<file path="src/rtl/hex_scan_ctrl_pkg.sv">
// Shared constants and seven-segment font for the display blocks.
// Segment order is {g,f,e,d,c,b,a}, active-low.
package hex_scan_ctrl_pkg;

    localparam logic [6:0] SEG_OFF    = 7'h7F;
    localparam logic [7:0] AN_OFF     = 8'hFF;
    localparam int         NUM_DIGITS = 8;

    function automatic logic [6:0] seg7_font(input logic [3:0] val);
        logic [6:0] seg;
        case (val)
            4'h0:    seg = 7'h40;
            4'h1:    seg = 7'h79;
            4'h2:    seg = 7'h24;
            4'h3:    seg = 7'h30;
            4'h4:    seg = 7'h19;
            4'h5:    seg = 7'h12;
            4'h6:    seg = 7'h02;
            4'h7:    seg = 7'h78;
            4'h8:    seg = 7'h00;
            4'h9:    seg = 7'h10;
            4'hA:    seg = 7'h08;
            4'hB:    seg = 7'h03;
            4'hC:    seg = 7'h46;
            4'hD:    seg = 7'h21;
            4'hE:    seg = 7'h06;
            default: seg = 7'h0E;
        endcase
        return seg;
    endfunction

endpackage

</file>
<file path="src/rtl/hex_scan_ctrl_if.sv">
// Writer-side bus of the scan controller: digit writes and the per-digit enable mask.
// No backpressure: every write is accepted in the cycle it is presented.
interface hex_scan_ctrl_if;
    logic        wr_en;
    logic [2:0]  wr_addr;
    logic [3:0]  wr_data;
    logic        wr_all_en;
    logic [31:0] wr_all_data;
    logic [7:0]  digit_en;

    modport master (
        output wr_en, wr_addr, wr_data, wr_all_en, wr_all_data, digit_en
    );

    modport slave (
        input  wr_en, wr_addr, wr_data, wr_all_en, wr_all_data, digit_en
    );
endinterface

</file>
<file path="src/rtl/hex_scan_ctrl_hex7seg_decode.sv">
// Combinational 4-bit hex value to active-low seven-segment pattern.
// Zero latency; no flow control.
module hex7seg_decode
    import hex_scan_ctrl_pkg::*;
(
    input  logic [3:0] val,
    output logic [6:0] seg
);
    assign seg = seg7_font(val);
endmodule

</file>
<file path="src/rtl/hex_scan_ctrl.sv">
// Eight-digit multiplexed seven-segment scan with per-slot dead-time blanking.
// Outputs registered, 1-cycle latency from (cnt, idx); writes never stall.
module hex_scan_ctrl
    import hex_scan_ctrl_pkg::*;
#(
    parameter int DIV   = 100000,
    parameter int BLANK = 1000
) (
    input  logic                 clk,
    input  logic                 rst,
    hex_scan_ctrl_if.slave       bus,
    output logic [6:0]           hex,
    output logic [7:0]           hex_on,
    output logic                 frame_tick
);
    localparam int             CW      = (DIV > 2) ? $clog2(DIV) : 1;
    localparam logic [CW-1:0]  CNT_MAX = CW'(DIV - 1);

    generate
        if (DIV < 2 || BLANK < 0 || BLANK >= DIV) begin : g_param_check
            $error("hex_scan_ctrl: need DIV >= 2 and 0 <= BLANK < DIV");
        end
    endgenerate

    logic [CW-1:0] cnt;
    logic [2:0]    idx;
    logic [3:0]    digits [NUM_DIGITS];
    logic          slot_end;
    logic          wrap;
    logic          show;
    logic [6:0]    seg_cur;

    assign slot_end = (cnt == CNT_MAX);
    assign wrap     = slot_end && (idx == 3'd7);

    always_ff @(posedge clk or posedge rst) begin
        if (rst) begin
            cnt <= '0;
            idx <= '0;
        end else if (slot_end) begin
            cnt <= '0;
            idx <= idx + 3'd1;
        end else begin
            cnt <= cnt + 1'b1;
        end
    end

    // Bulk load wins over a single-digit write in the same cycle.
    always_ff @(posedge clk or posedge rst) begin
        if (rst) begin
            for (int i = 0; i < NUM_DIGITS; i++) digits[i] <= 4'h0;
        end else if (bus.wr_all_en) begin
            for (int i = 0; i < NUM_DIGITS; i++) digits[i] <= bus.wr_all_data[4*i +: 4];
        end else if (bus.wr_en) begin
            digits[bus.wr_addr] <= bus.wr_data;
        end
    end

    hex7seg_decode u_decode (
        .val (digits[idx]),
        .seg (seg_cur)
    );

    // Anode stays off during the dead-time window so the old digit never ghosts.
    assign show = bus.digit_en[idx] && !(int'(cnt) < BLANK);

    always_ff @(posedge clk or posedge rst) begin
        if (rst) begin
            hex        <= SEG_OFF;
            hex_on     <= AN_OFF;
            frame_tick <= 1'b0;
        end else begin
            hex        <= show ? seg_cur : SEG_OFF;
            hex_on     <= show ? ~(8'b1 << idx) : AN_OFF;
            frame_tick <= wrap;
        end
    end

endmodule
</file>
<file path="src/flat_wrapper.sv">
// flat-port wrapper written by rule: the top's interface ports become plain ports
module hex_scan_ctrl_flat import hex_scan_ctrl_pkg::*;
#(
    parameter int DIV   = 100000,
    parameter int BLANK = 1000
)
  (clk, rst, hex, hex_on, frame_tick, bus_wr_en, bus_wr_addr, bus_wr_data, bus_wr_all_en, bus_wr_all_data, bus_digit_en);
  hex_scan_ctrl_if bus_i ();
  input  logic clk;
  input  logic rst;
  output logic [6:0] hex;
  output logic [7:0] hex_on;
  output logic frame_tick;
  input wire logic [$bits(bus_i.wr_en)-1:0] bus_wr_en;
  input wire logic [$bits(bus_i.wr_addr)-1:0] bus_wr_addr;
  input wire logic [$bits(bus_i.wr_data)-1:0] bus_wr_data;
  input wire logic [$bits(bus_i.wr_all_en)-1:0] bus_wr_all_en;
  input wire logic [$bits(bus_i.wr_all_data)-1:0] bus_wr_all_data;
  input wire logic [$bits(bus_i.digit_en)-1:0] bus_digit_en;
  assign bus_i.wr_en = bus_wr_en;
  assign bus_i.wr_addr = bus_wr_addr;
  assign bus_i.wr_data = bus_wr_data;
  assign bus_i.wr_all_en = bus_wr_all_en;
  assign bus_i.wr_all_data = bus_wr_all_data;
  assign bus_i.digit_en = bus_digit_en;
  hex_scan_ctrl #(.DIV(DIV), .BLANK(BLANK)) u_core (.clk(clk), .rst(rst), .bus(bus_i), .hex(hex), .hex_on(hex_on), .frame_tick(frame_tick));
endmodule
</file>
<file path="config.mk">
export PLATFORM = sky130hd
export DESIGN_NAME = hex_scan_ctrl_flat
export DESIGN_NICKNAME = d
export VERILOG_FILES = /design/src/rtl/hex_scan_ctrl_pkg.sv /design/src/rtl/hex_scan_ctrl_if.sv /design/src/rtl/hex_scan_ctrl_hex7seg_decode.sv /design/src/rtl/hex_scan_ctrl.sv /design/src/flat_wrapper.sv
export SDC_FILE = /design/constraint.sdc
export NUM_CORES = 1
export LEC_CHECK = 0
export ABC_AREA = 0
export CELL_PAD_IN_SITES_DETAIL_PLACEMENT = 1
export CELL_PAD_IN_SITES_GLOBAL_PLACEMENT = 1
export CORE_UTILIZATION = 44
export DETAILED_ROUTE_END_ITERATION = 10
export PLACE_DENSITY = 0.9
export SLEW_MARGIN = 20
export SYNTH_ARGS = -nofsm -noshare
export SYNTH_HDL_FRONTEND = slang
export SYNTH_SLANG_ARGS = --single-unit
</file>
<file path="constraint.sdc">
create_clock -name clk -period 4.2 [get_ports clk]
set_input_delay 0.63 -clock clk [delete_from_list [all_inputs] [get_ports clk]]
set_output_delay 0.63 -clock clk [all_outputs]
set_load 0.05 [all_outputs]
</file>
# Word level (Yosys, flattened, before mapping)
# Memories as Yosys holds them, arrays and structs flattened.
# Cells that the tools add are included.
# classes
n_addsub	2
magnitude_cmp	5
n_eq_ne	2
n_shift	1
muxes	13
bitwise_logic	3
reduce_logical	5
# op_table
cell	count
$mux 32	2
$bwmux 32	1
$add 17x1->17 const B	1
$eq 17x17->1 const B	1
$lt 17x10->1 const B	1
$mux 17	1
$bmux 4 s3	1
$demux 4 s3	1
$mux 4	3
$ge 4x4->1 const B	2
$mux 8	1
$not 3->4	2
$not 8->8	1
$shl 1x3->8 const A	1
$mux 7	1
$lt 3x4->1 const B	1
$lt 4x1->1 const B	1
$add 3x1->3 const B	1
$bmux 1 s3	1
$eq 3x3->1 const B	1
$logic_and 1x1->1	3
$reduce_bool 2->1	1
$logic_not 1->1	1
$mux 1	1
# totals
reg_bits	68
romBits	112
inputBits	51
output_inout_bits	16
wordCells	45
memories	1
# mem_list
name	depth	word_bits	rd	rd_ports_with_merged_regs	write_ports	line	source
(name not given)	16	7	1	0	0	hex_scan_ctrl_pkg.sv:11	case (val)

# Longest topological paths before layout
# logic_depth
depth_word	8
depth_mapped	9
mapped_depth_nobuf	8

# Hierarchy
# A second synthesis with hierarchy kept.
# hier_totals
cells_unflattened	344
hier_area_um2	3719.8
# modules_own_cells
module	instances	cells_per_inst	area_per_inst_um2	seq_area_each_um2
hex_scan_ctrl	1	312	3444.6	1720.4
hex7seg_decode	1	32	275.3	0.0

# Least setup slack after synthesis
# No wires, ideal clock.
# synth_path
kind	reg2reg
startpoint	register u_core.idx[0]
endpoint	register u_core.hex[0]
setup_time_ns	0.085
arrival_ns	2.173
t_required_ns	4.115
slack_ns	1.942
stages_incl_launch_ff	10
path_buffers	1
period_less_slack_ns	2.258
path_cell_list	dfrtp_1 buf_6 mux4_1 nand2_1 and2_1 inv_1 ha_1 or3b_1 o21ai_0 o21ai_1
# synth_via
elab_chain_len	6
elab_cells_between_ends	9
classes_between	mux (6); bitwise (1); reduce/logical (1); memory (1)
# synth_rtl
item	line	source
start, declared	hex_scan_ctrl.sv:26	logic [2:0] idx;
start signal, assigned	hex_scan_ctrl.sv:42	idx <= idx + 3'd1;
$not 3->4 (implied by the code)	hex_scan_ctrl.sv:60	.val (digits[idx]),
$bmux 4 s3	hex_scan_ctrl.sv:60	
$mux 4 (implied by the code) (2 in series)	hex_scan_ctrl.sv:60	
$mem_v2 16x7	-	
$mux 7 *	hex_scan_ctrl.sv:73	hex <= show ? seg_cur : SEG_OFF;
end signal, assigned	hex_scan_ctrl.sv:73	
end, declared	hex_scan_ctrl.sv:12	output logic [6:0] hex,
# Every way passes the cells marked *; elsewhere a longest branch is shown, timed or not. The select of a mux whose other input is x is not followed.
# A chain may end at the register's enable or synchronous reset.

# Worst setup path in the final report
# Ends and elaborated chain as after synthesis.

==> run_results.csv <==
group,metric,value,unit
die,ios,67,
yosys,yosys_warnings,0,
route,dr.pass1.iters,4,
grt,grt.total_usage,22.09,%
setup_path,r2r_setup_slack,1.46,ns
die,die_w,92.23,um
cts,cts_buffers,9,
yosys,synthArstFlopShare,100.0,%
run_status,status,"finished clean",
setup_path,crit_start,"u_core.idx[0]$_DFFE_PP0N_",
sta,tns,0,ns
cts,post_cts_buffers,0,
placed_design,gp_congestion,0.8231,
sta,fmax,364.5,MHz
sta,period_share,65.32,%
setup_path,cp_top_family,"multiplexers",
yosys,yosysSeqAreaShare,48.03,%
setup_path,rr_worst_depth,5,
cts,cts_max_level,3,
grt,antenna_found_initial,0,
yosys,synth_edf_count,0,
layout,diodes,0,
yosys,ys_types,45,
cts,clk_pin_slew,0.07,ns
layout,nFillCells,839,
power,ir_worst_vdd,0.2003,mV
placed_design,dp_hpwl,6245,um
sta,finalSetupViolations,0,
die,start_util,45.88,%
placed_design,port_buffers,66,
die,die_h,92.23,um
power,power_density,317.1,nW/um2
power,p_total,0.001418,W
sta,worst_slack,1.456,ns
sta,maxSlewViolCount,0,
grt,grt-ovfl-total,0,
setup_path,r2r_end,"u_core.hex[0]$_DFF_PP1_",
setup_path,crit_slowest_cell,"dfrtp_1",
route,routed-via-count,2684,
route,wl,8623,um
sta,rsz0062_at_grt,"no",
yosys,avgSynthCellArea,10.99,um2
sta,tightest_slew,0.9943,ns
sta,clock_skew,0.01278,ns
cts,clk_path_buf_depth,2,
setup_path,crit_arrival,3.02,ns
die,die-area,8506,um2
route,viasPerCell,5.466,
yosys,syn-num-nets,389,
yosys,netlist_area,3582,um2
cts,insertion_delay,0.35,ns
layout,layout-drive-gt1-share,12.85,%
setup_path,cp-end-kind,"flip-flop",
layout,fin_nets,447,
yosys,ys_ff_latch,68,
sta,relSlewSlack,33.35,%
yosys,synthCells,326,
route,drtIter0Drc,146,
min_path,hold_path_class,"flip-flop to flip-flop",
grt,grt_pass1_wl,14240,um
run,max-cap-violations,0,
sta,final_hold_viol_count,0,
cts,ctsHoldBuffers,0,
setup_path,cp-start-kind,"flip-flop",
setup_path,path_buf_inv,0,
route,final_antenna_net_count,0,
power,p_leak,1.913,nW
setup_path,critPathKind,"flip-flop to flip-flop",
cts,clock_sinks,68,
grt,grt_max_degree,65,
setup_path,slowest_delay,0.77,ns
layout,area_delta_synth_final,24.83,%
setup_path,endpoint,"u_core.hex[0]$_DFF_PP1_",
setup_path,r2r-start,"u_core.idx[0]$_DFFE_PP0N_",
yosys,synth_ff_type,"dfrtp_1",
placed_design,dpl_worst_slack,1.423,ns
setup_path,path_depth,5,
setup_path,cp_max_fo,13,
die,core.rowCount,32,
cts,cts-resized-gates,0,
route,drc,0,
setup_path,crit_chain,"mux4_2 -> mux2i_1 -> or2b_1 -> o21ai_0 -> o21ai_1",
setup_path,crit_required,4.47,ns
die,core_region_area,7807,um2
cts,cts_root_buffer,"clkbuf_8",
route,wl_per_cell,17.56,um
cts,cts_tree,"yes",
sta,finalCriticalPeriod,2.744,ns
grt,grt_pass1_vias,2839,
==> power by group <==
part           leakage, nW  switching, W  internal, W  total (W)
sequential           0.826     0.0000200     0.000685   0.000705
combinational        0.996     0.0000899    0.0000944   0.000184
clock               0.0910      0.000258     0.000270   0.000529
total                 1.91      0.000368      0.00105    0.00142
==> placed cells by master (no fill, tap or decap), drive strengths merged, types with 10 or more instances in the layout <==
cell / synthesis / final
nand2: 52 / 52
o21ai: 38 / 38
dfrtp: 53 / 53
ha: 12 / 12
dfstp: 15 / 15
mux2i: 36 / 36
clkdlybuf4s50: 0 / 65
mux4: 10 / 10
nor2: 12 / 12
==> registers in the layout, indices dropped and copies added, names as in the netlist <==
register,cells
u_core.idx,3
u_core.cnt,17
u_core.hex_on,8
u_core.hex,7
u_core.frame_tick,1
u_core.digits,32
==> how the worst min path moves through the flow <==
stage                        startpoint                       end  cells after the start
2_1_floorplan  u_core.cnt[14]$_DFF_PP0_  u_core.cnt[14]$_DFF_PP0_                      1
3_3_place_gp   u_core.cnt[14]$_DFF_PP0_  u_core.cnt[14]$_DFF_PP0_                      1
3_5_place_dp    u_core.cnt[0]$_DFF_PP0_   u_core.cnt[0]$_DFF_PP0_                      1
4_1_cts         u_core.cnt[0]$_DFF_PP0_   u_core.cnt[0]$_DFF_PP0_                      1
5_1_grt         u_core.cnt[0]$_DFF_PP0_   u_core.cnt[0]$_DFF_PP0_                      1
6_report        u_core.cnt[0]$_DFF_PP0_   u_core.cnt[0]$_DFF_PP0_                      1
==> per-stage QoR <==
stage / instances / hold slack, ns / instance area, um2 / util, %
after CTS: 491 / 0.4962 / 4472 / 57.28
after global placement: 475 / 0.4735 / 4280 / 54.82
after detailed placement: 475 / 0.4864 / 4280 / 54.82
final: 491 / 0.4924 / 4472 / 57.28
after floorplan: 326 / 0.4515 / 3582 / -
after global routing: 491 / 0.5085 / 4472 / 57.28
==> worst register-to-register path: cells and delay by family, from the launching register on <==
| family | cells | cell delay [ns] |
|---|---|---|
| muxes | 2 | 1.32 |
| DFF | 1 | 0.77 |
| and+or+nand+nor | 1 | 0.33 |
| AOI/OAI and AO/OA | 2 | 0.25 |
==> routing by layer <==
layer | routed length [um] | GRT usage, % | vias to the layer above
met3 | 335 | 4.892 | 13
met4 | 147 | 7.552 | 0
li1 | - | - | 1263
met1 | 3978 | 28.77 | 1333
met5 | 0 | 0 | -
met2 | 4161 | 36.44 | 75
==> Yosys cell counts, drive strengths merged, types with 2 or more instances <==
cell	instances	area, um2
o221ai	3	32.53
xor2	6	52.55
and2	2	12.51
xnor2	9	78.83
nor3	5	30.03
ha	12	150.1
clkbuf	15	56.30
nand4	5	31.28
buf	5	36.28
a21oi	3	15.01
mux4	10	244.0
and3	4	25.02
nand3	9	45.04
mux2	4	52.55
o211a	2	20.02
nor2	12	45.04
nor3b	2	25.02
dfstp	15	394.1
nand2b	2	12.51
nand4b	3	26.28
nand2	52	195.2
inv	8	30.03
o211ai	2	15.01
o21ai	38	190.2
dfrtp	53	1326
mux2i	36	372.9
==> logic make-up (layout without fill, tap and decap cells) <==
logic type	count (synthesis)	count (layout)	share of synthesized area, %
buf+inv	28	91	3.423
flops	68	68	48.03
xor+xnor	15	15	3.668
mux	50	50	18.69
simple gates	104	104	14.18
fa+ha+maj	12	12	4.191
compound gates	49	49	7.824
==> area by class of cell <==
cell class              instances  area [um2]  share of cell area (%)
flip-flops and latches         68        1720                   38.47
repair buffers                 67       663.1                   14.83
clock inverters                 7       67.56                   1.511
well taps                     102       127.6                   2.854
multi-input cells             230        1739                   38.89
inverters                       8       30.03                  0.6715
clock buffers                   9       123.9                   2.770
Note: power is estimated with default switching activity, not from simulation.
